**config.mk**
```make
export PLATFORM = sky130hd
export DESIGN_NAME = uart_tx_fifo
export DESIGN_NICKNAME = d
export VERILOG_FILES = /design/src/rtl/uart_pkg.sv /design/src/rtl/uart_fifo_mem.sv /design/src/rtl/uart_tx_fifo.sv
export SDC_FILE = /design/constraint.sdc
export NUM_CORES = 1
export LEC_CHECK = 0
export CAP_MARGIN = 20
export CORE_MARGIN = 4
export CORE_UTILIZATION = 55
export CTS_BUF_LIST = sky130_fd_sc_hd__clkbuf_4
export DETAILED_ROUTE_END_ITERATION = 10
export PLACE_DENSITY = 0.77
export SLEW_MARGIN = 15
export SYNTH_ARGS = -nofsm -noshare
export SYNTH_HDL_FRONTEND = slang
export SYNTH_SLANG_ARGS = --single-unit
```
**constraint.sdc**
```tcl
create_clock -name clk -period 3.1 [get_ports clk]
set_input_delay 0.93 -clock clk [delete_from_list [all_inputs] [get_ports clk]]
set_output_delay 0.93 -clock clk [all_outputs]
set_load 0.01 [all_outputs]
```
**src/rtl/uart_pkg.sv**
```systemverilog
// uart_pkg: shared launch-FSM state type and default UART TX FIFO constants
package uart_pkg;
  typedef enum logic [1:0] {IDLE, LAUNCH, WAIT_BUSY, WAIT_DONE} tx_state_t;
  localparam int DEF_DEPTH = 16;
  localparam int DEF_DATA_W = 8;
  localparam int BUSY_TIMEOUT = 4;
endpackage

```
**src/rtl/uart_fifo_mem.sv**
```systemverilog
// uart_fifo_mem: storage array with wrapping read/write pointers; head is read combinationally
module uart_fifo_mem #(
  parameter int DEPTH = 16,
  parameter int DATA_W = 8
) (
  input  logic              clk,
  input  logic              rst,
  input  logic              clr,
  input  logic              push,
  input  logic              pop,
  input  logic [DATA_W-1:0] wr_data,
  output logic [DATA_W-1:0] head
);
  localparam int AW = $clog2(DEPTH);
  logic [DATA_W-1:0] mem [DEPTH];
  logic [AW-1:0] wr_ptr, rd_ptr;
  assign head = mem[rd_ptr];
  always_ff @(posedge clk)
    if (push) mem[wr_ptr] <= wr_data;
  always_ff @(posedge clk)
    if (rst || clr) begin
      wr_ptr <= '0;
      rd_ptr <= '0;
    end else begin
      wr_ptr <= wr_ptr + AW'(push);
      rd_ptr <= rd_ptr + AW'(pop);
    end
endmodule

```
**src/rtl/uart_tx_fifo.sv**
```systemverilog
// uart_tx_fifo: TX byte queue with launch FSM handshaking to a busy-reporting transmitter
// Optional UART_TX_FIFO_THRESH_EN adds thresh input and registered thresh_irq (level<=thresh).
module uart_tx_fifo
  import uart_pkg::*;
#(
  parameter int DEPTH = DEF_DEPTH,
  parameter int DATA_W = DEF_DATA_W
) (
  input  logic                   clk,
  input  logic                   rst,
  input  logic                   wr_en,
  input  logic [DATA_W-1:0]      wr_data,
  input  logic                   flush,
  input  logic                   ovf_clr,
  input  logic                   go,
  input  logic                   tx_busy,
  output logic                   tx_en,
  output logic [DATA_W-1:0]      tx_data,
  output logic                   full,
  output logic                   empty,
  output logic [$clog2(DEPTH):0] level,
  output logic                   overflow
`ifdef UART_TX_FIFO_THRESH_EN
  ,
  input  logic [$clog2(DEPTH):0] thresh,
  output logic                   thresh_irq
`endif
);
  localparam int LW = $clog2(DEPTH) + 1;
  localparam int CW = $clog2(BUSY_TIMEOUT);
  tx_state_t state;
  logic [CW-1:0] cnt;
  logic [DATA_W-1:0] head;
  logic push, pop;
  assign full = level == LW'(DEPTH);
  assign empty = level == '0;
  assign push = wr_en && !full && !flush;
  assign pop = state == LAUNCH && !empty;
  uart_fifo_mem #(.DEPTH(DEPTH), .DATA_W(DATA_W)) u_mem (
    .clk(clk),
    .rst(rst),
    .clr(flush),
    .push(push),
    .pop(pop),
    .wr_data(wr_data),
    .head(head)
  );
  always_ff @(posedge clk)
    if (rst) begin
      level <= '0;
      overflow <= 1'b0;
    end else begin
      level <= flush ? '0 : level + LW'(push) - LW'(pop);
      overflow <= (wr_en && full && !flush) ? 1'b1 : ovf_clr ? 1'b0 : overflow;
    end
  // tx_data is captured on entry to LAUNCH so a same-cycle flush cannot disturb it
  always_ff @(posedge clk)
    if (rst) begin
      state <= IDLE;
      cnt <= '0;
      tx_en <= 1'b0;
      tx_data <= '0;
    end else begin
      tx_en <= 1'b0;
      case (state)
        IDLE:
          if (go && !empty && !tx_busy) begin
            state <= LAUNCH;
            tx_en <= 1'b1;
            tx_data <= head;
          end
        LAUNCH: begin
          state <= WAIT_BUSY;
          cnt <= '0;
        end
        WAIT_BUSY:
          if (tx_busy) state <= WAIT_DONE;
          else if (cnt == CW'(BUSY_TIMEOUT - 1)) state <= IDLE;
          else cnt <= cnt + 1'b1;
        WAIT_DONE:
          if (!tx_busy) state <= IDLE;
        default: state <= IDLE;
      endcase
    end
`ifdef UART_TX_FIFO_THRESH_EN
  always_ff @(posedge clk)
    thresh_irq <= rst ? 1'b0 : level <= thresh;
`endif
endmodule

```
==> run_results.csv, run 1 <==
group,metric,value,unit
placement,dp_hpwl,7.615,mm
final_layout,n_fill_cell,747,
global_routing,grt_pass1_vias,3370,
pwr,peakVddDrop,0.0003281,V
synth,syn-num-nets,364,
setup_path,crit_type,"in -> reg",
synth,yosys.area.top_type,"edfxtp_1",
floorplan,core,0.01094,sq mm
final_layout,syn2layout_area_growth,14.96,%
global_routing,grt_pass1_wl,18.77,mm
final_layout,final_area,0.007124,sq mm
floorplan,start_util,56.67,%
timing,skew,0.01837,ns
clocking,root_buffer,"clkbuf_4",
detailed_routing,first_iter_violations,192,
detailed_routing,detail-route-antenna-nets,0,
timing,setup_violations,0,
final_layout,num_antenna_cells,0,
synth,ys_seq_elements,155,
setup_path,crit_path_max_incr_delay,0.47,ns
placement,dpl-instance-area,0.006797,sq mm
final_layout,seq_area,0.004387,sq mm
pwr,power_leakage,2.297,nW
global_routing,met1_usage,26.25,%
synth,synth_edf_count,128,
placement,dpl.cell_count,517,
timing,tightest_slew,0.6906,ns
global_routing,track_usage,19.81,%
detailed_routing,wl,11.69,mm
synth,yosysSeqAreaShare,70.75,%
timing,slew_violations,0,
synth,synth.top_cell.area_share,62.02,%
setup_path,path_cells,"clkdlybuf4s50_1 -> or3b_1 -> ha_1 -> inv_1 -> ha_1 -> fa_1 -> a21oi_1 -> nor2_1 -> or3_1 -> a21oi_1",
setup_path,cp_data_required_time,3.57,ns
job,drv_cap,0,
synth,syn-cell-area,0.006197,sq mm
clocking,clkTransAtPathRegs,0.12,ns
final_layout,multi_input_area,0.001717,sq mm
timing,hold_viol,0,
placement,port_buffers,31,
synth,post_synth_main_area_contributors,"edfxtp_1, mux4_2, dfxtp_1",
global_routing,grt_busiest_layer,"met2",
synth,synth_cells,337,
detailed_routing,drcViolationCount,0,
status,outcome,"completed",
hold_path,hp-class,"reg -> reg",
synth,syn_area_per_cell,18.39,sq um
synth,async_reset_ff_share,0,%
final_layout,fin_cells,550,
placement,gp_congestion,0.8018,
clocking,htreeDepth,4,
final_layout,nNetsFinal,424,
setup_path,start_kind,"input port",
final_layout,layout-drive-gt1-share,25.12,%
detailed_routing,drtPass1Iterations,4,
floorplan,core.rowCount,38,
detailed_routing,via_per_inst,5.805,
global_routing,grt_max_degree,34,
detailed_routing,vias,3193,
timing,fmax,335.8,MHz
synth,synth.most_common_cell,"edfxtp_1",
timing,rsz0062_at_grt,"false",
pwr,power,3.584,mW
timing,fin_crit_sh,96.06,%
clocking,numCtsBuffers,17,
floorplan,die_y,114.2,um
synth,ys_types,35,
clocking,clockBufferDepth,2,
global_routing,met3_usage,5.655,%
timing,finalSetupTns,0,ns
clocking,clk_latency,0.53,ns
synth,ys_top_cells_by_count,"edfxtp_1, mux4_2, dfxtp_1",
global_routing,grt.met2_usage,32.24,%
clocking,holdBufCountCts,0,
clocking,cts_tree,"done",
synth,synth_flop_cell,"edfxtp_1",
setup_path,arrival,3.45,ns
pwr,power_density,503.0,mW/mm^2
detailed_routing,routedWlPerCell,21.25,um
final_layout,utilization,65.15,%
timing,slew_headroom,53.90,%
setup_path,critPathCaptureType,"flip-flop",
setup_path,critPathTopFamily,"adder cells",
global_routing,antenna_found_initial,0,
global_routing,overflow,0,
synth,yosysWarningCount,0,
setup_path,cp_num_buf_inv,2,
floorplan,dieArea,0.01303,sq mm
floorplan,pin_count,32,
timing,timing.final.crit_period,2.978,ns
floorplan,die_w,114.2,um
setup_path,cp_max_fo,2,
setup_path,crit_slowest_cell,"clkdlybuf4s50_1",
clocking,clock-sinks,155,
[cells by family after synthesis]
family	Yosys count	synth area share, %
AOI/OAI and AO/OA	21	3.210
DFF	155	70.75
adders and majority gates	12	2.544
and+or+nand+nor	68	6.057
muxes	49	14.38
buffers and inverters	25	2.079
xor gates and xnor gates	7	0.9893
[through the flow]
stage / setup WS [ns] / hold WS, ns
6_report: 0.1223 / 0.4803
5_1_grt: 0.008653 / 0.5144
4_1_cts: 0.004246 / 0.4855
3_5_place_dp: -0.4413 / 0.4674
3_3_place_gp: -0.3305 / 0.4626
2_1_floorplan: 0.1473 / 0.4530
[worst paths after layout]
check / start / endpoint / slack (ns) / cells past startpoint
setup / recovery: wr_en / level[4]$_SDFF_PP0_ / 0.12 / 10
hold / removal: overflow$_SDFFE_PP0P_ / overflow$_SDFFE_PP0P_ / 0.48 / 2
setup reg to reg: level[3]$_SDFF_PP0_ / level[4]$_SDFF_PP0_ / 0.19 / 12
hold reg to reg: overflow$_SDFFE_PP0P_ / overflow$_SDFFE_PP0P_ / 0.48 / 2
[what timing repair did]
item,in CTS,in global routing
resized for setup,2,6
buffers inserted,0,1
setup endpoints to repair,2,3
[area by class of cell]
class	count	area share, %
Multi-Input combinational cell	157	24.10
Clock buffer	20	2.107
Sequential cell	155	61.57
Timing Repair Buffer	59	7.552
Clock inverter	12	1.844
Tap cell	140	2.459
Inverter	7	0.3688
[report_power, final]
group / internal [mW] / switching (mW) / leakage, nW
sequential: 2.26 / 0.00680 / 1.37
clock: 0.569 / 0.638 / 0.154
combinational: 0.0521 / 0.0578 / 0.771
total: 2.88 / 0.702 / 2.30
[worst min-delay path: cells and delay by family, from the launching register on]
kind	cells	cell delay, ns
AOI/OAI and AO/OA	1	0.06
and+or+nand+nor	1	0.06
DFF	1	0.33
[cells in the final DEF (no fill, tap or decap), drive strengths merged, types with 5 or more instances in the layout]
| master | instances |
|---|---|
| a21oi | 7 |
| inv | 7 |
| clkbuf | 20 |
| o221ai | 8 |
| nor3 | 5 |
| nand2b | 6 |
| and2 | 6 |
| mux4 | 32 |
| dfxtp | 27 |
| clkinv | 8 |
| nand3b | 11 |
| ha | 11 |
| buf | 28 |
| clkdlybuf4s50 | 29 |
| edfxtp | 128 |
| nor2 | 24 |
| mux2i | 17 |
[sequential cells by signal, summed over array words and instances, names as in the netlist]
register	flops
cnt	2
level	5
overflow	1
state	2
tx_data	8
tx_en	1
u_mem.mem	128
u_mem.rd_ptr	4
u_mem.wr_ptr	4
[routing by layer]
layer  wire (um)  vias up
li1            -     1447
met1        4726     1636
met2        5996       99
met3         826       11
met4         140        0
met5           0        -
No activity file was read; power rests on OpenSTA's default activity.
==> run 2, diff against run 1 <==
- MAX_ROUTING_LAYER: unset -> met4
==> run 2 against run 1 <==
Register-to-register slack about the same. Critical path depth unchanged. Die area unchanged. Via count decreased by 0.85%. Final area unchanged. Global-route usage increased by 0.62 points. Clock skew increased by 0.00054 ns. Sequential cell count unchanged.
==> run_results.csv, run 2 (synthesis results as in run 1) <==
group,metric,value,unit
status,outcome,"completed",
detailed_routing,drcViolationCount,0,
setup_path,crit_type,"in -> reg",
setup_path,startpoint,"wr_en",
floorplan,die_w,114.2,um
detailed_routing,routedWlPerCell,21.10,um
timing,skew,0.01891,ns
final_layout,num_antenna_cells,0,
placement,dp_hpwl,7.615,mm
floorplan,start_util,56.67,%
global_routing,grt_busiest_layer,"met2",
detailed_routing,vias,3166,
detailed_routing,first_iter_violations,173,
setup_path,cp_max_fo,2,
setup_path,arrival,3.44,ns
setup_path,cp_data_required_time,3.57,ns
detailed_routing,via_per_inst,5.756,
global_routing,met3_usage,5.867,%
timing,hold_viol,0,
final_layout,n_fill_cell,747,
timing,rsz0062_at_grt,"false",
timing,fin_crit_sh,96.07,%
final_layout,utilization,65.15,%
clocking,clkTransAtPathRegs,0.12,ns
pwr,power_density,502.9,mW/mm^2
clocking,numCtsBuffers,17,
clocking,holdBufCountCts,0,
final_layout,syn2layout_area_growth,14.96,%
clocking,clock-sinks,155,
timing,fmax,335.8,MHz
placement,gp_congestion,0.8134,
final_layout,nNetsFinal,424,
clocking,clockBufferDepth,2,
detailed_routing,detail-route-antenna-nets,0,
setup_path,r2r_slack,0.20,ns
clocking,clk_latency,0.52,ns
hold_path,hp-class,"reg -> reg",
final_layout,multi_input_area,0.001717,sq mm
final_layout,seq_area,0.004387,sq mm
setup_path,r2r_end,"level[4]$_SDFF_PP0_",
detailed_routing,drtPass1Iterations,4,
job,drv_cap,0,
final_layout,final_cell_mix,"edfxtp_1, mux4_2, clkdlybuf4s50_1, buf_4, dfxtp_1",
setup_path,start_kind,"input port",
global_routing,grt_pass1_vias,3374,
global_routing,track_usage,20.44,%
global_routing,met1_usage,26.10,%
clocking,root_buffer,"clkbuf_4",
timing,slew_headroom,52.28,%
final_layout,layout_commonest_cell,"edfxtp_1",
global_routing,grt_max_degree,34,
clocking,htreeDepth,4,
pwr,power,3.583,mW
global_routing,antenna_found_initial,0,
placement,port_buffers,31,
floorplan,pin_count,32,
floorplan,core.rowCount,38,
pwr,power_leakage,2.297,nW
detailed_routing,wl,11.60,mm
floorplan,core,0.01094,sq mm
timing,slew_violations,0,
final_layout,layout-drive-gt1-share,25.12,%
placement,dpl.cell_count,517,
final_layout,largestRegisters,"u_mem.mem (128), tx_data (8), level (5)",
final_layout,fin_cells,550,
setup_path,critPathCaptureType,"flip-flop",
setup_path,endpoint,"level[4]$_SDFF_PP0_",
global_routing,grt.met2_usage,32.32,%
timing,timing.final.crit_period,2.978,ns
clocking,cts_tree,"done",
timing,tightest_slew,0.7149,ns
setup_path,rr_startpoint,"level[3]$_SDFF_PP0_",
hold_path,worstHoldStart,"overflow$_SDFFE_PP0P_",
floorplan,dieArea,0.01303,sq mm
floorplan,die_y,114.2,um
pwr,peakVddDrop,0.0003272,V
final_layout,regMostFlops,"u_mem.mem",
timing,setup_violations,0,
final_layout,largest_reg_flops,128,
global_routing,grt_pass1_wl,18.77,mm
setup_path,ff2ff_path_depth,12,
global_routing,overflow,0,
## run 2: cell counts in the layout (fill, tap and decap cells not counted)
Identical to the previous run, type by type.
## run 2: layer usage
metal / share of wire, % / vias up
li1: - / 1451
met1: 41 / 1613
met2: 51 / 91
met3: 6.8 / 11
met4: 1.0 / 0
met5: 0 / -
## run 2: area by class of cell
cell class / count / area share [%]
clock buffers: 20 / 2.107
clock inverters: 12 / 1.844
inverters: 7 / 0.3688
multi-input cells: 157 / 24.10
flip-flops and latches: 155 / 61.57
well taps: 140 / 2.459
repair buffers: 59 / 7.552
## run 2: repair_timing
action	CTS	global route
buffers inserted	0	1
gates resized for setup	2	6
cloned	0	0
setup endpoints to repair	2	3
## run 2: stage by stage
stage	cell area, sq um	hold WS (ns)	setup slack (ns)	setup TNS, ns
6_report	7124	0.4804	0.1217	0
3_5_place_dp	6797	0.4674	-0.4413	-0.4413
5_1_grt	7124	0.5144	0.008682	0
4_1_cts	7091	0.4855	0.004246	0
3_3_place_gp	6797	0.4626	-0.3305	-0.3305
2_1_floorplan	6197	0.4530	0.1473	0
## run 2: worst min-delay path by stage
stage	depth (start not counted)	slack [ns]	to
detailed placement	2	0.47	overflow$_SDFFE_PP0P_
CTS	2	0.49	overflow$_SDFFE_PP0P_
global route	2	0.51	overflow$_SDFFE_PP0P_
floorplan	2	0.45	cnt[1]$_SDFFE_PP0P_
finish	2	0.48	overflow$_SDFFE_PP0P_
global placement	2	0.46	overflow$_SDFFE_PP0P_
## run 2: worst max-delay path: stages
cell,delay [ns]
clkdlybuf4s50_1,0.47
or3b_1,0.39
ha_1,0.29
inv_1,0.04
ha_1,0.20
fa_1,0.41
a21oi_1,0.16
nor2_1,0.06
or3_1,0.35
a21oi_1,0.14
## run 2: report_power, final
| group | internal (mW) | total, mW | leakage [nW] | switching [mW] |
|---|---|---|---|---|
| Combinational | 0.0521 | 0.110 | 0.771 | 0.0577 |
| Sequential | 2.26 | 2.27 | 1.37 | 0.00682 |
| Clock | 0.569 | 1.21 | 0.154 | 0.637 |
| Total | 2.88 | 3.58 | 2.30 | 0.702 |
